### config.mk
export PLATFORM = sky130hd
export DESIGN_NAME = idecode_q
export DESIGN_NICKNAME = d
export VERILOG_FILES = /design/src/rtl/idecode_q.sv
export SDC_FILE = /design/constraint.sdc
export NUM_CORES = 1
export LEC_CHECK = 0
export CAP_MARGIN = 20
export CORE_ASPECT_RATIO = 1.25
export CORE_MARGIN = 2
export CORE_UTILIZATION = 30
export CTS_CLUSTER_SIZE = 16
export DETAILED_ROUTE_END_ITERATION = 8
export GPL_ROUTABILITY_DRIVEN = 0
export GPL_TIMING_DRIVEN = 0
export HOLD_SLACK_MARGIN = 0.03
export SLEW_MARGIN = 20
export SYNTH_ARGS = -nofsm -noshare
export SYNTH_HDL_FRONTEND = slang
export SYNTH_SLANG_ARGS = --single-unit
### constraint.sdc
create_clock -name clk -period 4.2 [get_ports clk]
set_input_delay 0.63 -clock clk [delete_from_list [all_inputs] [get_ports clk]]
set_output_delay 0.63 -clock clk [all_outputs]
set_load 0.02 [all_outputs]
### src/rtl/idecode_q.sv
// Instruction decode stage with a small FIFO of decoded entries toward EX.
// Instruction word: opc[WORD-1 -: W_OPC], immf, rd[W_RD], rs[W_RD], imm[remaining low bits].
module idecode_q #(
  parameter int WORD  = 32,
  parameter int ADDR  = 32,
  parameter int W_RD  = 3,
  parameter int DEPTH = 2,
  localparam int W_OPC  = 6,
  localparam int W_DOPC = 4,
  localparam int W_CC   = 2,
  localparam int W_CNT  = $clog2(DEPTH + 1)
) (
  input  logic              clk,
  input  logic              rst,
  input  logic              v_i,
  input  logic [WORD-1:0]   inst_i,
  input  logic [ADDR-1:0]   origaddr_i,
  output logic              stall_o,
  output logic              v_o,
  input  logic              stall_i,
  output logic [WORD-1:0]   src_o,
  output logic [WORD-1:0]   dest_o,
  output logic              wb_o,
  output logic [W_RD-1:0]   wb_rd_name_o,
  output logic [W_DOPC-1:0] dopc_o,
  output logic [W_OPC-1:0]  opc_o,
  output logic [W_CC-1:0]   cc_o,
  output logic [ADDR-1:0]   origaddr_o,
  output logic [W_CNT-1:0]  count_o,
  output logic              rd_reserve_o,
  output logic [W_RD-1:0]   rd_name_o,
  output logic [W_RD-1:0]   rs_name_o,
  input  logic [WORD-1:0]   rd_data_i,
  input  logic [WORD-1:0]   rs_data_i,
  input  logic              rd_reserved_i,
  input  logic              rs_reserved_i
);

  localparam int W_IMM = WORD - W_OPC - 1 - 2 * W_RD;
  localparam int P_IMMF = WORD - W_OPC - 1;
  localparam int P_RD   = P_IMMF - 1;
  localparam int P_RS   = P_RD - W_RD;
  localparam int PW     = (DEPTH > 1) ? $clog2(DEPTH) : 1;

  typedef enum logic [W_OPC-1:0] {
    OP_NOP = 6'd0,
    OP_ADD = 6'd1,
    OP_SUB = 6'd2,
    OP_AND = 6'd3,
    OP_OR  = 6'd4,
    OP_XOR = 6'd5,
    OP_SHL = 6'd6,
    OP_SHR = 6'd7,
    OP_LD  = 6'd8,
    OP_ST  = 6'd9,
    OP_BR  = 6'd10,
    OP_MOV = 6'd11
  } opc_e;

  typedef enum logic [W_DOPC-1:0] {
    D_NOP = 4'd0,
    D_ADD = 4'd1,
    D_SUB = 4'd2,
    D_AND = 4'd3,
    D_OR  = 4'd4,
    D_XOR = 4'd5,
    D_SHL = 4'd6,
    D_SHR = 4'd7,
    D_LD  = 4'd8,
    D_ST  = 4'd9,
    D_BR  = 4'd10,
    D_MOV = 4'd11,
    D_ILL = 4'd15
  } dopc_e;

  typedef struct packed {
    logic [WORD-1:0]   src;
    logic [WORD-1:0]   dest;
    logic              wb;
    logic [W_RD-1:0]   rd;
    logic [W_DOPC-1:0] dopc;
    logic [W_OPC-1:0]  opc;
    logic [W_CC-1:0]   cc;
    logic [ADDR-1:0]   addr;
  } entry_t;

  function automatic logic wb_required(input logic [W_OPC-1:0] op);
    case (op)
      OP_ADD, OP_SUB, OP_AND, OP_OR, OP_XOR,
      OP_SHL, OP_SHR, OP_LD, OP_MOV: return 1'b1;
      default:                       return 1'b0;
    endcase
  endfunction

  function automatic logic [W_DOPC-1:0] decode_ope(input logic [W_OPC-1:0] op);
    case (op)
      OP_NOP:  return D_NOP;
      OP_ADD:  return D_ADD;
      OP_SUB:  return D_SUB;
      OP_AND:  return D_AND;
      OP_OR:   return D_OR;
      OP_XOR:  return D_XOR;
      OP_SHL:  return D_SHL;
      OP_SHR:  return D_SHR;
      OP_LD:   return D_LD;
      OP_ST:   return D_ST;
      OP_BR:   return D_BR;
      OP_MOV:  return D_MOV;
      default: return D_ILL;
    endcase
  endfunction

  // Logical ops take an unsigned immediate; everything else sign-extends.
  function automatic logic [WORD-1:0] expand_imm(input logic [W_OPC-1:0] op,
                                                 input logic [W_IMM-1:0] imm);
    case (op)
      OP_AND, OP_OR, OP_XOR: return {{(WORD - W_IMM){1'b0}}, imm};
      default:               return {{(WORD - W_IMM){imm[W_IMM-1]}}, imm};
    endcase
  endfunction

  logic [W_OPC-1:0] f_opc;
  logic             f_immf;
  logic [W_RD-1:0]  f_rd;
  logic [W_RD-1:0]  f_rs;
  logic [W_IMM-1:0] f_imm;

  assign f_opc  = inst_i[WORD-1 -: W_OPC];
  assign f_immf = inst_i[P_IMMF];
  assign f_rd   = inst_i[P_RD -: W_RD];
  assign f_rs   = inst_i[P_RS -: W_RD];
  assign f_imm  = inst_i[W_IMM-1:0];

  assign rd_name_o = f_rd;
  assign rs_name_o = f_rs;

  entry_t          mem [DEPTH];
  entry_t          wr_ent;
  entry_t          head;
  logic [PW-1:0]   wr_ptr;
  logic [PW-1:0]   rd_ptr;
  logic [W_CNT-1:0] count;
  logic            hazard;
  logic            full;
  logic            push;
  logic            pop;

  assign hazard = rd_reserved_i | (~f_immf & rs_reserved_i);
  assign v_o    = (count != '0);
  assign full   = (count == W_CNT'(DEPTH));
  assign pop    = v_o & ~stall_i;
  // Gating with rst keeps reservations and storage writes quiet during reset.
  assign push   = rst & v_i & ~hazard & (~full | pop);

  assign stall_o      = v_i & ~push;
  assign rd_reserve_o = push & wb_required(f_opc);
  assign count_o      = count;

  always_comb begin
    wr_ent      = '0;
    wr_ent.src  = f_immf ? expand_imm(f_opc, f_imm) : rs_data_i;
    wr_ent.dest = rd_data_i;
    wr_ent.wb   = wb_required(f_opc);
    wr_ent.rd   = f_rd;
    wr_ent.dopc = decode_ope(f_opc);
    wr_ent.opc  = f_opc;
    wr_ent.cc   = f_rd[W_CC-1:0];
    wr_ent.addr = origaddr_i;
  end

  always_ff @(posedge clk or negedge rst) begin
    if (!rst) begin
      for (int unsigned i = 0; i < DEPTH; i++) mem[i] <= '0;
    end else if (push) begin
      mem[wr_ptr] <= wr_ent;
    end
  end

  always_ff @(posedge clk or negedge rst) begin
    if (!rst) begin
      wr_ptr <= '0;
      rd_ptr <= '0;
      count  <= '0;
    end else begin
      if (push) wr_ptr <= (DEPTH == 1) ? '0 : wr_ptr + 1'b1;
      if (pop)  rd_ptr <= (DEPTH == 1) ? '0 : rd_ptr + 1'b1;
      case ({push, pop})
        2'b10:   count <= count + 1'b1;
        2'b01:   count <= count - 1'b1;
        default: count <= count;
      endcase
    end
  end

  assign head         = mem[rd_ptr];
  assign src_o        = head.src;
  assign dest_o       = head.dest;
  assign wb_o         = head.wb;
  assign wb_rd_name_o = head.rd;
  assign dopc_o       = head.dopc;
  assign opc_o        = head.opc;
  assign cc_o         = head.cc;
  assign origaddr_o   = head.addr;

endmodule

Word level (Yosys, flattened, before mapping) --
Memories as Yosys holds them, arrays and structs flattened. Index checks and enable logic that the tools add are counted.
Operators by class: add/subtract/negate cells 4, magnitude comparators 3, equal/unequal tests 6, mux-type cells 12, bitwise operators 16, reduce and logical (&&, ||, !) cells 5
Operators with widths (number):
- $mux W112 | 4
- $bwmux W224 | 1
- $demux W112 S1 | 1
- $mux W32 | 2
- $eq A6 B3 Y1 const B | 2
- $and A1 B1 Y1 | 7
- $eq A6 B2 Y1 const B | 1
- $not A1 Y1 | 5
- $eq A2 B2 Y1 const B | 2
- $ge A2 B2 Y1 const B | 2
- $mux W4 | 1
- $not A1 Y2 | 2
- $pmux W2 S2 | 1
- $reduce_bool A2 Y1 | 2
- $reduce_or A3 Y1 | 1
- $add A1 B1 Y1 const B | 2
- $add A2 B1 Y2 const B | 1
- $eq A2 B1 Y1 const B | 1
- $logic_not A2 Y1 | 1
- $lt A2 B1 Y1 const B | 1
- $mux W1 | 2
- $or A1 B1 Y1 | 2
- $sub A2 B1 Y2 const B | 1
- $logic_and A1 B1 Y1 | 1
Word-level totals: flip-flop bits (word level) 228, memory bits (read-only) 96, bits of input ports 134, output and inout bits 123, logic and storage cells 68, memories 3
Memory list:
- (name not given) | words 16, bits a word 4, read ports 1, clocked after memory_dff 0, write ports 0, line 96 | case (op)
- (name not given) | words 16, bits a word 1, read ports 1, clocked after memory_dff 0, write ports 0, line 88 | case (op)
- (name not given) | words 16, bits a word 1, read ports 1, clocked after memory_dff 0, write ports 0, line 88

Logic depth before layout (Yosys ltp) --
Gate-level depths: netlist of the first run.
depth after elaboration 8, mapped depth 8, depth with buffers taken out 6

Least setup slack after synthesis of the first run --
OpenSTA, ideal clock, no wires.
path type input to output, start input inst_i[25], end output rd_reserve_o, data arrival time 2061 ps, required time 3570 ps, setup slack 1509 ps, stages on the path 5, path buffers 2, path through buf_2 -> nand2b_1 -> clkbuf_1 -> nand3_1 -> nor4_1
On the way: word-level cells in the longest chain between the ends 7
Ends and longest elaborated chain:
- start: declaration | line 16 | input logic [WORD-1:0] inst_i,
- $not A1 Y1 | line 148 | assign hazard = rd_reserved_i | (~f_immf & rs_reserved_i);
- $and A1 B1 Y1 | line 148
- $or A1 B1 Y1 | line 148
- $not A1 Y1 | line 153 | assign push = rst & v_i & ~hazard & (~full | pop);
- $and A1 B1 Y1 (2 in a row) | line 153
- $and A1 B1 Y1 | line 156 | assign rd_reserve_o = push & wb_required(f_opc);
- end: declaration | line 30 | output logic rd_reserve_o,
No other way between the ends.

Final worst setup path of the first run --
start input rst, end output rd_reserve_o
On the way: word-level cells in the longest chain between the ends 4
Ends and longest elaborated chain:
- start: declaration | line 14 | input logic rst,
- $and A1 B1 Y1 (3 in a row) | line 153
- $and A1 B1 Y1 | line 156
No other way between the ends.

==> results of run 1 <==
flip-flops by register name, indices dropped and copies added (netlist names):
name and flops:
count_o 2, wr_ptr 1, mem 220, rd_ptr 1
where the power goes:
part / switching, mW / internal (mW) / total [mW]
combinational: 2.67 / 3.11 / 5.78
clock: 0.853 / 1.19 / 2.05
sequential: 0.500 / 3.23 / 3.73
metrics by stage:
step                      worst slack, ns  cells  TNS [ns]  total power, mW
final                               0.356   1441         0             11.6
after global routing                0.163   1441         0             12.3
after CTS                           0.281   1440         0             11.8
after detailed placement           0.0983   1396         0             9.62
after global placement              -9.20   1394  -3695.47             9.56
after floorplan                      1.51    716         0             7.06
layout make-up:
type,instances,area share
multi-input combinational,425,0.312
tap,429,0.0377
clock buffer,39,0.0518
buffer,64,0.0224
inverter,3,0.000790
clock inverter,3,0.00105
timing repair buffer,253,0.181
antenna,1,0.000176
sequential,224,0.393
worst max-delay path, stage by stage:
cell and delay, ns:
sky130_fd_sc_hd__buf_8 0.12, sky130_fd_sc_hd__buf_16 0.33, sky130_fd_sc_hd__and3b_1 0.27, sky130_fd_sc_hd__clkbuf_1 0.37
sky130_fd_sc_hd__nand3_1 0.31, sky130_fd_sc_hd__nor4_1 0.40, sky130_fd_sc_hd__clkdlybuf4s50_1 0.67
what timing repair did:
item                      CTS  global route
gates resized for setup     0             0
hold buffers                2             0
hold endpoints to repair   19             0
metal layers:
| layer | wire length, um | part of all wire |
|---|---|---|
| met5 | 0 | 0 |
| met4 | 416 | 0.014 |
| met3 | 1720 | 0.059 |
| met2 | 14700 | 0.50 |
| met1 | 12300 | 0.42 |
logic make-up (layout without fill, tap and decap cells):
logic type | Yosys count | after routing | share of synthesized area
flip-flops | 224 | 224 | 0.540
buffers and inverters | 67 | 362 | 0.0318
adder cells (fa/ha/maj) | 4 | 4 | 0.00482
other | 0 | 1 | 0
AND/OR/NAND/NOR | 35 | 35 | 0.0240
XOR/XNOR | 5 | 5 | 0.00422
AO/OA/AOI/OAI | 59 | 59 | 0.0457
multiplexers | 322 | 322 | 0.349
cells in the final DEF (no fill, tap or decap), types with 2 or more instances in the layout:
| cell | instances |
|---|---|
| sky130_fd_sc_hd__a2111o_1 | 2 |
| sky130_fd_sc_hd__a31oi_1 | 26 |
| sky130_fd_sc_hd__a41oi_1 | 26 |
| sky130_fd_sc_hd__and3b_1 | 2 |
| sky130_fd_sc_hd__buf_16 | 2 |
| sky130_fd_sc_hd__buf_2 | 21 |
| sky130_fd_sc_hd__buf_4 | 12 |
| sky130_fd_sc_hd__clkbuf_1 | 37 |
| sky130_fd_sc_hd__clkbuf_16 | 25 |
| sky130_fd_sc_hd__clkbuf_8 | 6 |
| sky130_fd_sc_hd__clkdlybuf4s50_1 | 248 |
| sky130_fd_sc_hd__clkinv_2 | 3 |
| sky130_fd_sc_hd__dfrtp_1 | 224 |
| sky130_fd_sc_hd__ha_1 | 4 |
| sky130_fd_sc_hd__inv_1 | 2 |
| sky130_fd_sc_hd__mux2_1 | 13 |
| sky130_fd_sc_hd__mux2_2 | 308 |
| sky130_fd_sc_hd__nand2b_1 | 15 |
| sky130_fd_sc_hd__nand3b_1 | 2 |
| sky130_fd_sc_hd__nand4_1 | 2 |
| sky130_fd_sc_hd__nor2_1 | 3 |
| sky130_fd_sc_hd__nor2b_1 | 2 |
| sky130_fd_sc_hd__nor4_4 | 2 |
| sky130_fd_sc_hd__o41ai_1 | 4 |
| sky130_fd_sc_hd__or3_1 | 2 |
| sky130_fd_sc_hd__xnor2_1 | 3 |
| sky130_fd_sc_hd__xor2_1 | 2 |
path summary, 6_finish.rpt:
| path | endpoint | slack (ns) | cells past startpoint |
|---|---|---|---|
| min reg2reg | mem[92]$_DFFE_PN0P_ | 0.48 | 1 |
| max reg2reg | mem[140]$_DFFE_PN0P_ | 1.69 | 6 |
| max in group asynchronous | mem[196]$_DFFE_PN0P_ | 2.83 | 2 |
| min in group clk | mem[92]$_DFFE_PN0P_ | 0.48 | 1 |
| max | rd_reserve_o | 0.36 | 7 |
| min | mem[130]$_DFFE_PN0P_ | 0.08 | 2 |
==> impl_metrics.xml, run 1 <==
<?xml version="1.0" encoding="UTF-8"?>
<metrics>
  <group name="logic_synthesis">
    <metric name="synthFlopType" unit="">sky130_fd_sc_hd__dfrtp_1</metric>
    <metric name="netlist_area" unit="um^2">10400</metric>
    <metric name="synthArstFlopShare" unit="">1.00</metric>
    <metric name="avgSynthCellArea" unit="um^2">14.5</metric>
    <metric name="synth-edff-count" unit="">0</metric>
    <metric name="synthMostInstantiatedCell" unit="">sky130_fd_sc_hd__mux2_2</metric>
    <metric name="synth_nets" unit="">854</metric>
    <metric name="most_area_consuming_cells_after_synthesis" unit="">sky130_fd_sc_hd__dfrtp_1 (54%), sky130_fd_sc_hd__mux2_2 (33%), sky130_fd_sc_hd__a41oi_1 (2.2%)</metric>
    <metric name="synth_warnings" unit="">0</metric>
    <metric name="top_cell_type_s_share_of_synthesized_area" unit="">0.540</metric>
    <metric name="netlist_top_cells_count" unit="">sky130_fd_sc_hd__mux2_2 (308), sky130_fd_sc_hd__dfrtp_1 (224), sky130_fd_sc_hd__clkbuf_1 (29)</metric>
    <metric name="yosys_register_bits" unit="">224</metric>
    <metric name="post_synth_num_cell_types" unit="">32</metric>
    <metric name="synthCells" unit="">716</metric>
    <metric name="post-synth-top-area-cell" unit="">sky130_fd_sc_hd__dfrtp_1</metric>
    <metric name="ys_seq_area_frac" unit="">0.540</metric>
  </group>
  <group name="place">
    <metric name="dp_wirelength" unit="um">20800</metric>
    <metric name="post_dp_cell_area" unit="um^2">13500</metric>
    <metric name="placement.io_buffers" unit="">249</metric>
  </group>
  <group name="layout">
    <metric name="multiInputGateArea" unit="um^2">4440</metric>
    <metric name="syn_to_final_growth" unit="%">37.3</metric>
    <metric name="final_design_area_no_fill" unit="um^2">14300</metric>
    <metric name="layout.filler_cells" unit="">3246</metric>
    <metric name="fraction_of_layout_instances_using_a_drive_strength_above_1" unit="">0.381</metric>
    <metric name="finish.net_count" unit="">1134</metric>
    <metric name="seqCellArea" unit="um^2">5610</metric>
    <metric name="utilization" unit="">0.416</metric>
  </group>
  <group name="flow_run">
    <metric name="max-cap-violations" unit="">0</metric>
  </group>
  <group name="timing">
    <metric name="period_share" unit="">0.915</metric>
    <metric name="tightestPinTransition" unit="ns">1.09</metric>
    <metric name="fin_worst_skew" unit="ns">0.00729</metric>
    <metric name="hold_slack" unit="ns">0.0850</metric>
    <metric name="setup_viol_count_final" unit="">0</metric>
    <metric name="max-slew-margin-rel" unit="">0.277</metric>
    <metric name="grt_setup_unrepaired" unit="">no</metric>
    <metric name="finalHoldViolCount" unit="">0</metric>
    <metric name="max_freq" unit="MHz">260</metric>
    <metric name="maxSlewViolCount" unit="">0</metric>
    <metric name="period_needed" unit="ns">3.84</metric>
  </group>
  <group name="setup_path">
    <metric name="worst-setup-path-type" unit="">input port to output port</metric>
    <metric name="worst-path-max-fanout" unit="">86</metric>
    <metric name="cp_data_arrival_time" unit="ns">3.21</metric>
    <metric name="timing.critical_path.required" unit="ns">3.57</metric>
    <metric name="cp-start-kind" unit="">input port</metric>
    <metric name="origin_of_the_worst_setup_path" unit="">rst</metric>
    <metric name="regToRegStartpoint" unit="">count_o[0]$_DFFE_PN0P_</metric>
    <metric name="cp-end-kind" unit="">output port</metric>
  </group>
  <group name="clock_network">
    <metric name="level_count_of_the_clock_h_tree" unit="">1</metric>
    <metric name="clk_pin_slew" unit="ns">0.05</metric>
    <metric name="postCtsSetupBuffers" unit="">0</metric>
    <metric name="root_buffer" unit="">sky130_fd_sc_hd__clkbuf_16</metric>
    <metric name="cts.path.max_buffers" unit="">3</metric>
    <metric name="tritoncts.num_buffers" unit="">25</metric>
    <metric name="clock_latency" unit="ns">0.52</metric>
    <metric name="cts.sinks" unit="">224</metric>
    <metric name="cts_tree" unit="">yes</metric>
  </group>
  <group name="grt">
    <metric name="grt.total_usage" unit="">0.161</metric>
    <metric name="grt_remaining_overflow" unit="">0</metric>
    <metric name="use_met3" unit="">0.0346</metric>
    <metric name="grt_pass1_wl" unit="um">44400</metric>
    <metric name="first_global_vias" unit="">7623</metric>
    <metric name="global_route.usage.met1" unit="">0.200</metric>
    <metric name="global_route.peak_usage_layer" unit="">met2</metric>
    <metric name="gr-usage-met2" unit="">0.282</metric>
    <metric name="largest_net_degree_at_the_start_of_global_routing" unit="">93</metric>
    <metric name="grt_antenna_before_repair" unit="">1</metric>
  </group>
  <group name="power_and_ir_drop">
    <metric name="p_leak" unit="nW">5.76</metric>
    <metric name="vdd_ir_drop_max" unit="uV">382</metric>
    <metric name="power_density" unit="nW/um^2">811</metric>
  </group>
  <group name="floorplan">
    <metric name="placementRows" unit="">76</metric>
    <metric name="io_pins" unit="">257</metric>
    <metric name="core_region_area" unit="um^2">34200</metric>
    <metric name="dieArea" unit="um^2">36100</metric>
    <metric name="die_y" unit="um">212</metric>
    <metric name="start_util" unit="">0.303</metric>
    <metric name="fp.dieW" unit="um">170</metric>
  </group>
  <group name="routing">
    <metric name="post_drt_via_cell_ratio" unit="">4.87</metric>
    <metric name="ant_nets_after_route" unit="">0</metric>
    <metric name="1st_pass_router_iterations" unit="">4</metric>
    <metric name="first_iter_violations" unit="">381</metric>
    <metric name="routed-via-count" unit="">7014</metric>
    <metric name="remaining_drc_errors" unit="">0</metric>
    <metric name="drt-wirelength-per-cell" unit="um">20.2</metric>
    <metric name="finalWirelength" unit="um">29200</metric>
  </group>
  <group name="run_status">
    <metric name="outcome" unit="">finished clean</metric>
  </group>
  <group name="worst_hold_path">
    <metric name="worst_hold_path_type" unit="">input port to asynchronous set/reset pin</metric>
  </group>
</metrics>
Power figures use the tool's default switching activity.
==> inputs of run 2 (changes only) <==
--- a/config.mk
+++ b/config.mk
@@ -8,12 +8,13 @@
 export CAP_MARGIN = 20
 export CORE_ASPECT_RATIO = 1.25
 export CORE_MARGIN = 2
-export CORE_UTILIZATION = 30
+export CORE_UTILIZATION = 54
 export CTS_CLUSTER_SIZE = 16
 export DETAILED_ROUTE_END_ITERATION = 8
 export GPL_ROUTABILITY_DRIVEN = 0
 export GPL_TIMING_DRIVEN = 0
 export HOLD_SLACK_MARGIN = 0.03
+export PLACE_DENSITY = 0.86
 export SLEW_MARGIN = 20
 export SYNTH_ARGS = -nofsm -noshare
 export SYNTH_HDL_FRONTEND = slang
==> run 2 against run 1 <==
Net effect:
- largest cell class unchanged
- flip-flop and latch count is the same
- combinational power is essentially flat
- final area shrank 1.9%
- non-clock buffer count shrank 1
- first-iteration DRC count shrank 9.7%
==> impl_metrics.xml, run 2 (synthesized netlist as in run 1, its figures left out) <==
<?xml version="1.0" encoding="UTF-8"?>
<metrics>
  <group name="setup_path">
    <metric name="cp-start-kind" unit="">input port</metric>
    <metric name="timing.critical_path.required" unit="ns">3.57</metric>
    <metric name="cp_data_arrival_time" unit="ns">3.13</metric>
    <metric name="timing.rr.end" unit="">mem[141]$_DFFE_PN0P_</metric>
    <metric name="cp-end-kind" unit="">output port</metric>
    <metric name="worst-path-max-fanout" unit="">95</metric>
    <metric name="ff2ff_path_depth" unit="">6</metric>
    <metric name="regToRegSetupSlack" unit="ns">1.69</metric>
    <metric name="worst-setup-path-type" unit="">input port to output port</metric>
    <metric name="regToRegStartpoint" unit="">count_o[0]$_DFFE_PN0P_</metric>
  </group>
  <group name="grt">
    <metric name="grt_pass1_wl" unit="um">41600</metric>
    <metric name="grt_antenna_before_repair" unit="">0</metric>
    <metric name="first_global_vias" unit="">7667</metric>
    <metric name="grt_remaining_overflow" unit="">0</metric>
    <metric name="grt.total_usage" unit="">0.259</metric>
    <metric name="largest_net_degree_at_the_start_of_global_routing" unit="">96</metric>
  </group>
  <group name="layout">
    <metric name="max_reg_flops" unit="">220</metric>
    <metric name="utilization" unit="">0.744</metric>
    <metric name="most_common_cell_after_layout_fill_and_taps_aside" unit="">sky130_fd_sc_hd__mux2_2</metric>
    <metric name="finish.net_count" unit="">1131</metric>
    <metric name="registers.top_by_ff_count" unit="">mem</metric>
    <metric name="antennaDiodeCount" unit="">0</metric>
    <metric name="layout.cells.most_common_list" unit="">sky130_fd_sc_hd__mux2_2 (308), sky130_fd_sc_hd__clkdlybuf4s50_1 (248), sky130_fd_sc_hd__dfrtp_1 (224)</metric>
    <metric name="fraction_of_layout_instances_using_a_drive_strength_above_1" unit="">0.381</metric>
    <metric name="layout.filler_cells" unit="">1240</metric>
    <metric name="syn_to_final_growth" unit="%">34.7</metric>
  </group>
  <group name="power_and_ir_drop">
    <metric name="vdd_ir_drop_max" unit="uV">515</metric>
    <metric name="p_leak" unit="nW">5.75</metric>
    <metric name="power_density" unit="nW/um^2">825</metric>
    <metric name="comb_power_share" unit="">0.499</metric>
    <metric name="p_switching" unit="mW">3.99</metric>
    <metric name="power.share.clock" unit="">0.175</metric>
    <metric name="report.power.total" unit="mW">11.5</metric>
    <metric name="netSwitchingFraction" unit="">0.346</metric>
    <metric name="power.sequential.fraction" unit="">0.326</metric>
    <metric name="power_report.internal_total" unit="mW">7.54</metric>
  </group>
  <group name="clock_network">
    <metric name="clock_latency" unit="ns">0.50</metric>
    <metric name="postCtsSetupBuffers" unit="">0</metric>
    <metric name="cts_tree" unit="">yes</metric>
    <metric name="clk_pin_slew" unit="ns">0.05</metric>
    <metric name="tritoncts.num_buffers" unit="">23</metric>
    <metric name="cts.sinks" unit="">224</metric>
    <metric name="root_buffer" unit="">sky130_fd_sc_hd__clkbuf_16</metric>
    <metric name="level_count_of_the_clock_h_tree" unit="">1</metric>
    <metric name="cts.path.max_buffers" unit="">3</metric>
  </group>
  <group name="timing">
    <metric name="period_share" unit="">0.896</metric>
    <metric name="setup_viol_count_final" unit="">0</metric>
    <metric name="maxSlewViolCount" unit="">0</metric>
    <metric name="finalHoldViolCount" unit="">0</metric>
    <metric name="fin_worst_skew" unit="ns">0.00553</metric>
    <metric name="max-slew-margin-rel" unit="">0.396</metric>
    <metric name="period_needed" unit="ns">3.76</metric>
    <metric name="tightestPinTransition" unit="ns">0.906</metric>
    <metric name="max_freq" unit="MHz">266</metric>
    <metric name="grt_setup_unrepaired" unit="">no</metric>
  </group>
  <group name="floorplan">
    <metric name="start_util" unit="">0.553</metric>
    <metric name="dieArea" unit="um^2">20300</metric>
    <metric name="fp.dieW" unit="um">128</metric>
    <metric name="core_region_area" unit="um^2">18800</metric>
    <metric name="placementRows" unit="">56</metric>
    <metric name="die_y" unit="um">159</metric>
    <metric name="io_pins" unit="">257</metric>
  </group>
  <group name="routing">
    <metric name="drt-wirelength-per-cell" unit="um">20.9</metric>
    <metric name="finalWirelength" unit="um">25900</metric>
    <metric name="post_drt_via_cell_ratio" unit="">5.72</metric>
    <metric name="ant_nets_after_route" unit="">0</metric>
    <metric name="remaining_drc_errors" unit="">0</metric>
    <metric name="1st_pass_router_iterations" unit="">4</metric>
    <metric name="first_iter_violations" unit="">344</metric>
    <metric name="routed-via-count" unit="">7095</metric>
  </group>
  <group name="worst_hold_path">
    <metric name="worst_hold_path_type" unit="">input port to asynchronous set/reset pin</metric>
  </group>
  <group name="flow_run">
    <metric name="max-cap-violations" unit="">0</metric>
  </group>
  <group name="run_status">
    <metric name="outcome" unit="">finished clean</metric>
  </group>
  <group name="place">
    <metric name="dp_wirelength" unit="um">18600</metric>
    <metric name="placement.io_buffers" unit="">249</metric>
  </group>
</metrics>
run 2: cell count changes in the layout (fill, tap and decap cells not counted):
cell and delta:
sky130_fd_sc_hd__bufinv_16 +2, sky130_fd_sc_hd__diode_2 -1, sky130_fd_sc_hd__inv_6 +1, sky130_fd_sc_hd__clkinvlp_4 +1, sky130_fd_sc_hd__clkbuf_16 -2, sky130_fd_sc_hd__clkbuf_8 -3
sky130_fd_sc_hd__dlygate4sd3_1 -1
run 2: final cells by class:
cell class              count  area, um^2  share of cell area
plain buffers              64         319              0.0228
clock buffers              34         647              0.0463
clock inverters             7        91.3             0.00653
inverters                   3        11.3            0.000806
multi-input cells         425        4440               0.318
flip-flops and latches    224        5610               0.401
well taps                 232         290              0.0208
repair buffers            252        2570               0.184
run 2: critical path, cell delays in order:
cell	delay, ns
sky130_fd_sc_hd__buf_8	0.11
sky130_fd_sc_hd__buf_16	0.36
sky130_fd_sc_hd__and3b_1	0.27
sky130_fd_sc_hd__clkbuf_1	0.35
sky130_fd_sc_hd__nand3_1	0.28
sky130_fd_sc_hd__nor4_1	0.40
sky130_fd_sc_hd__clkdlybuf4s50_1	0.67
run 2: worst max path at each step:
| stage | from | endpoint | slack, ns | depth (start not counted) |
|---|---|---|---|---|
| floorplan | inst_i[25] | rd_reserve_o | 1.51 | 5 |
| global route | rst | rd_reserve_o | 0.19 | 7 |
| global placement | rst | mem[137]$_DFFE_PN0P_ | -8.41 | 6 |
| finish | rst | rd_reserve_o | 0.44 | 7 |
| CTS | rd_ptr$_DFFE_PN0P_ | wb_rd_name_o[1] | 0.46 | 5 |
| detailed placement | rst | rd_reserve_o | 0.26 | 7 |
run 2: through the flow:
step	setup slack (ns)	cells	hold slack (ns)	instance area, um^2	TNS, ns
2_1_floorplan	1.51	716	0.334	10400	0
3_3_place_gp	-8.41	1197	0.462	13200	-3363.72
3_5_place_dp	0.257	1199	0.468	13200	0
4_1_cts	0.462	1241	0.0875	14000	0
5_1_grt	0.186	1241	0.112	14000	0
6_report	0.435	1241	0.0964	14000	0
run 2: per-layer routing:
metal	global-route usage	wire length [um]	vias up
met5	0	0	-
met4	0.0939	926	0
met3	0.0481	1710	57
met2	0.444	13300	269
met1	0.326	10000	3575
li1	-	-	3194
run 2: timing repair:
action | in CTS | in global routing
endpoints found under the hold margin | 41 | 0
hold buffers | 1 | 0
resized for setup | 0 | 0
run 2: power groups by stage:
stage               sequential (mW)  combinational, mW  clock (mW)
floorplan                      3.61               3.44           0
global placement               3.73               5.67           0
detailed placement             3.79               5.75           0
CTS                            3.76               5.80        2.05
global route                   3.90               6.07        2.14
finish                         3.76               5.75        2.01
==> inputs of run 3 (changes only) <==
--- a/config.mk
+++ b/config.mk
@@ -6,7 +6,7 @@
 export NUM_CORES = 1
 export LEC_CHECK = 0
 export CAP_MARGIN = 20
-export CORE_ASPECT_RATIO = 1.25
+export CORE_ASPECT_RATIO = 0.9
 export CORE_MARGIN = 2
 export CORE_UTILIZATION = 54
 export CTS_CLUSTER_SIZE = 16
@@ -15,6 +15,7 @@
 export GPL_TIMING_DRIVEN = 0
 export HOLD_SLACK_MARGIN = 0.03
 export PLACE_DENSITY = 0.86
+export SETUP_SLACK_MARGIN = 0.4
 export SLEW_MARGIN = 20
 export SYNTH_ARGS = -nofsm -noshare
 export SYNTH_HDL_FRONTEND = slang
==> constraint.sdc (replaced) <==
create_clock -name clk -period 4.85 [get_ports clk]
set_input_delay 0.7275 -clock clk [delete_from_list [all_inputs] [get_ports clk]]
set_output_delay 0.7275 -clock clk [all_outputs]
set_load 0.02 [all_outputs]
==> run 3 against run 2 <==
Net effect:
- routed wire length hardly changed
- final cell count grew 1.4%
- global-route usage shrank 0.30 points
- critical path depth unchanged
- critical endpoint unchanged
- sequential share of layout area down 0.18 points
- first-iteration DRC count decreased by 31%
- via count is 0.25% higher
- clock skew increased by 0.0040 ns
- clock power down 8%
==> impl_metrics.xml, run 3 (synthesized netlist as in run 1, its figures left out) <==
<?xml version="1.0" encoding="UTF-8"?>
<metrics>
  <group name="worst_hold_path">
    <metric name="worst_hold_path_type" unit="">input port to asynchronous set/reset pin</metric>
  </group>
  <group name="place">
    <metric name="placedCellCount" unit="">1217</metric>
    <metric name="dp_wirelength" unit="um">18100</metric>
    <metric name="post_dp_cell_area" unit="um^2">13200</metric>
    <metric name="placement.io_buffers" unit="">249</metric>
  </group>
  <group name="timing">
    <metric name="period_needed" unit="ns">4.05</metric>
    <metric name="period_share" unit="">0.836</metric>
    <metric name="finalSetupTns" unit="ns">0</metric>
    <metric name="setup_viol_count_final" unit="">0</metric>
    <metric name="grt_setup_unrepaired" unit="">no</metric>
    <metric name="fin_worst_skew" unit="ns">0.00954</metric>
    <metric name="finalHoldViolCount" unit="">0</metric>
    <metric name="tightestPinTransition" unit="ns">0.892</metric>
    <metric name="max_freq" unit="MHz">247</metric>
    <metric name="max-slew-margin-rel" unit="">0.406</metric>
    <metric name="maxSlewViolCount" unit="">0</metric>
  </group>
  <group name="clock_network">
    <metric name="postCtsSetupBuffers" unit="">0</metric>
    <metric name="cts_hold_repair.buffers" unit="">0</metric>
    <metric name="clock_latency" unit="ns">0.50</metric>
    <metric name="cts.sinks" unit="">224</metric>
    <metric name="clk_pin_slew" unit="ns">0.06</metric>
    <metric name="root_buffer" unit="">sky130_fd_sc_hd__clkbuf_16</metric>
    <metric name="cts_tree" unit="">yes</metric>
    <metric name="level_count_of_the_clock_h_tree" unit="">1</metric>
    <metric name="cts_repair_resize_count" unit="">0</metric>
    <metric name="cts.path.max_buffers" unit="">3</metric>
    <metric name="tritoncts.num_buffers" unit="">23</metric>
  </group>
  <group name="layout">
    <metric name="antennaDiodeCount" unit="">0</metric>
    <metric name="finish.net_count" unit="">1130</metric>
    <metric name="layoutNonFillerInstCount" unit="">1258</metric>
    <metric name="registers.top_by_ff_count" unit="">mem</metric>
    <metric name="final_design_area_no_fill" unit="um^2">14000</metric>
    <metric name="syn_to_final_growth" unit="%">35.3</metric>
    <metric name="layout.cells.most_common_list" unit="">sky130_fd_sc_hd__mux2_2 (308), sky130_fd_sc_hd__clkdlybuf4s50_1 (248), sky130_fd_sc_hd__dfrtp_1 (224)</metric>
    <metric name="most_common_cell_after_layout_fill_and_taps_aside" unit="">sky130_fd_sc_hd__mux2_2</metric>
    <metric name="max_reg_flops" unit="">220</metric>
    <metric name="fraction_of_layout_instances_using_a_drive_strength_above_1" unit="">0.383</metric>
  </group>
  <group name="grt">
    <metric name="first_global_vias" unit="">7454</metric>
    <metric name="grt_remaining_overflow" unit="">0</metric>
    <metric name="grt_antenna_before_repair" unit="">0</metric>
    <metric name="largest_net_degree_at_the_start_of_global_routing" unit="">101</metric>
    <metric name="grt_pass1_wl" unit="um">40600</metric>
    <metric name="grt.total_usage" unit="">0.256</metric>
  </group>
  <group name="floorplan">
    <metric name="fp.dieW" unit="um">150</metric>
    <metric name="start_util" unit="">0.545</metric>
    <metric name="dieArea" unit="um^2">20300</metric>
    <metric name="placementRows" unit="">48</metric>
    <metric name="io_pins" unit="">257</metric>
    <metric name="core_region_area" unit="um^2">19000</metric>
    <metric name="die_y" unit="um">136</metric>
  </group>
  <group name="routing">
    <metric name="remaining_drc_errors" unit="">0</metric>
    <metric name="post_drt_via_cell_ratio" unit="">5.65</metric>
    <metric name="ant_nets_after_route" unit="">0</metric>
    <metric name="drt-wirelength-per-cell" unit="um">20.6</metric>
    <metric name="routedLengthMet1" unit="um">11000</metric>
    <metric name="finalWirelength" unit="um">26000</metric>
    <metric name="detailroute.wirelength.met3" unit="um">2120</metric>
    <metric name="first_iter_violations" unit="">239</metric>
    <metric name="met2WireLength" unit="um">12400</metric>
    <metric name="routed-via-count" unit="">7113</metric>
    <metric name="1st_pass_router_iterations" unit="">4</metric>
    <metric name="highest-signal-layer" unit="">met4</metric>
  </group>
  <group name="setup_path">
    <metric name="cp-start-kind" unit="">input port</metric>
    <metric name="cp_data_arrival_time" unit="ns">3.33</metric>
    <metric name="critical_path.slowest_cell" unit="">sky130_fd_sc_hd__clkdlybuf4s50_1</metric>
    <metric name="worst-setup-path-type" unit="">input port to output port</metric>
    <metric name="regToRegSetupSlack" unit="ns">2.33</metric>
    <metric name="worstPathCellList" unit="">buf_8 &gt; buf_16 &gt; and3b_1 &gt; clkbuf_1 &gt; nand3_1 &gt; nor4_1 &gt; clkdlybuf4s50_1</metric>
    <metric name="cp-end-kind" unit="">output port</metric>
    <metric name="worst-path-max-fanout" unit="">75</metric>
    <metric name="timing.critical_path.required" unit="ns">4.12</metric>
    <metric name="critPathMaxStageDelay" unit="ns">0.65</metric>
  </group>
  <group name="power_and_ir_drop">
    <metric name="p_leak" unit="nW">5.77</metric>
    <metric name="power_density" unit="nW/um^2">718</metric>
    <metric name="vdd_ir_drop_max" unit="uV">418</metric>
  </group>
  <group name="run_status">
    <metric name="outcome" unit="">finished clean</metric>
  </group>
  <group name="flow_run">
    <metric name="max-cap-violations" unit="">0</metric>
  </group>
</metrics>
==> run 3: worst paths after layout <==
kind / startpoint / endpoint / cells after the start
max: rst / rd_reserve_o / 7
min: rst / mem[137]$_DFFE_PN0P_ / 1
max reg2reg: count_o[0]$_DFFE_PN0P_ / mem[95]$_DFFE_PN0P_ / 6
min reg2reg: mem[96]$_DFFE_PN0P_ / mem[96]$_DFFE_PN0P_ / 1
max in group asynchronous: rst / mem[115]$_DFFE_PN0P_ / 2
min in group clk: mem[96]$_DFFE_PN0P_ / mem[96]$_DFFE_PN0P_ / 1
==> run 3: cell type report <==
cell class	count	area, um^2
Buffer	64	319
Clock buffer	38	732
Clock inverter	3	65.1
Fill cell	1307	5000
Inverter	3	11.3
Multi-Input combinational cell	425	4440
Sequential cell	224	5610
Tap cell	250	313
Timing Repair Buffer	251	2550
==> run 3: per-stage QoR <==
step | total power [mW] | utilization | worst slack (ns) | hold WS [ns]
4_1_cts | 10.1 | 0.737 | 0.774 | 0.153
2_1_floorplan | 6.11 | - | 1.96 | 0.432
3_3_place_gp | 8.14 | 0.692 | -7.92 | 0.461
6_report | 10.1 | 0.737 | 0.796 | 0.155
3_5_place_dp | 8.24 | 0.696 | 0.798 | 0.471
5_1_grt | 10.6 | 0.737 | 0.554 | 0.171
==> run 3: critical path, delay by kind of cell <==
kind                   cells  cell delay (ns)
buffers and inverters      4             1.70
AND/OR/NAND/NOR            3             0.81
==> run 3: metal layers <==
metal,up-vias,global-route usage
li1,3181,-
met1,3633,0.346
met2,266,0.416
met3,33,0.0724
met4,0,0.0524
met5,-,0
==> run 3: report_power, final <==
| group | internal (mW) | switching [mW] | leakage [nW] | total [mW] |
|---|---|---|---|---|
| registers | 2.80 | 0.455 | 2.68 | 3.25 |
| logic | 2.69 | 2.29 | 2.70 | 4.98 |
| clock network | 1.13 | 0.706 | 0.393 | 1.84 |
| total | 6.62 | 3.45 | 5.77 | 10.1 |
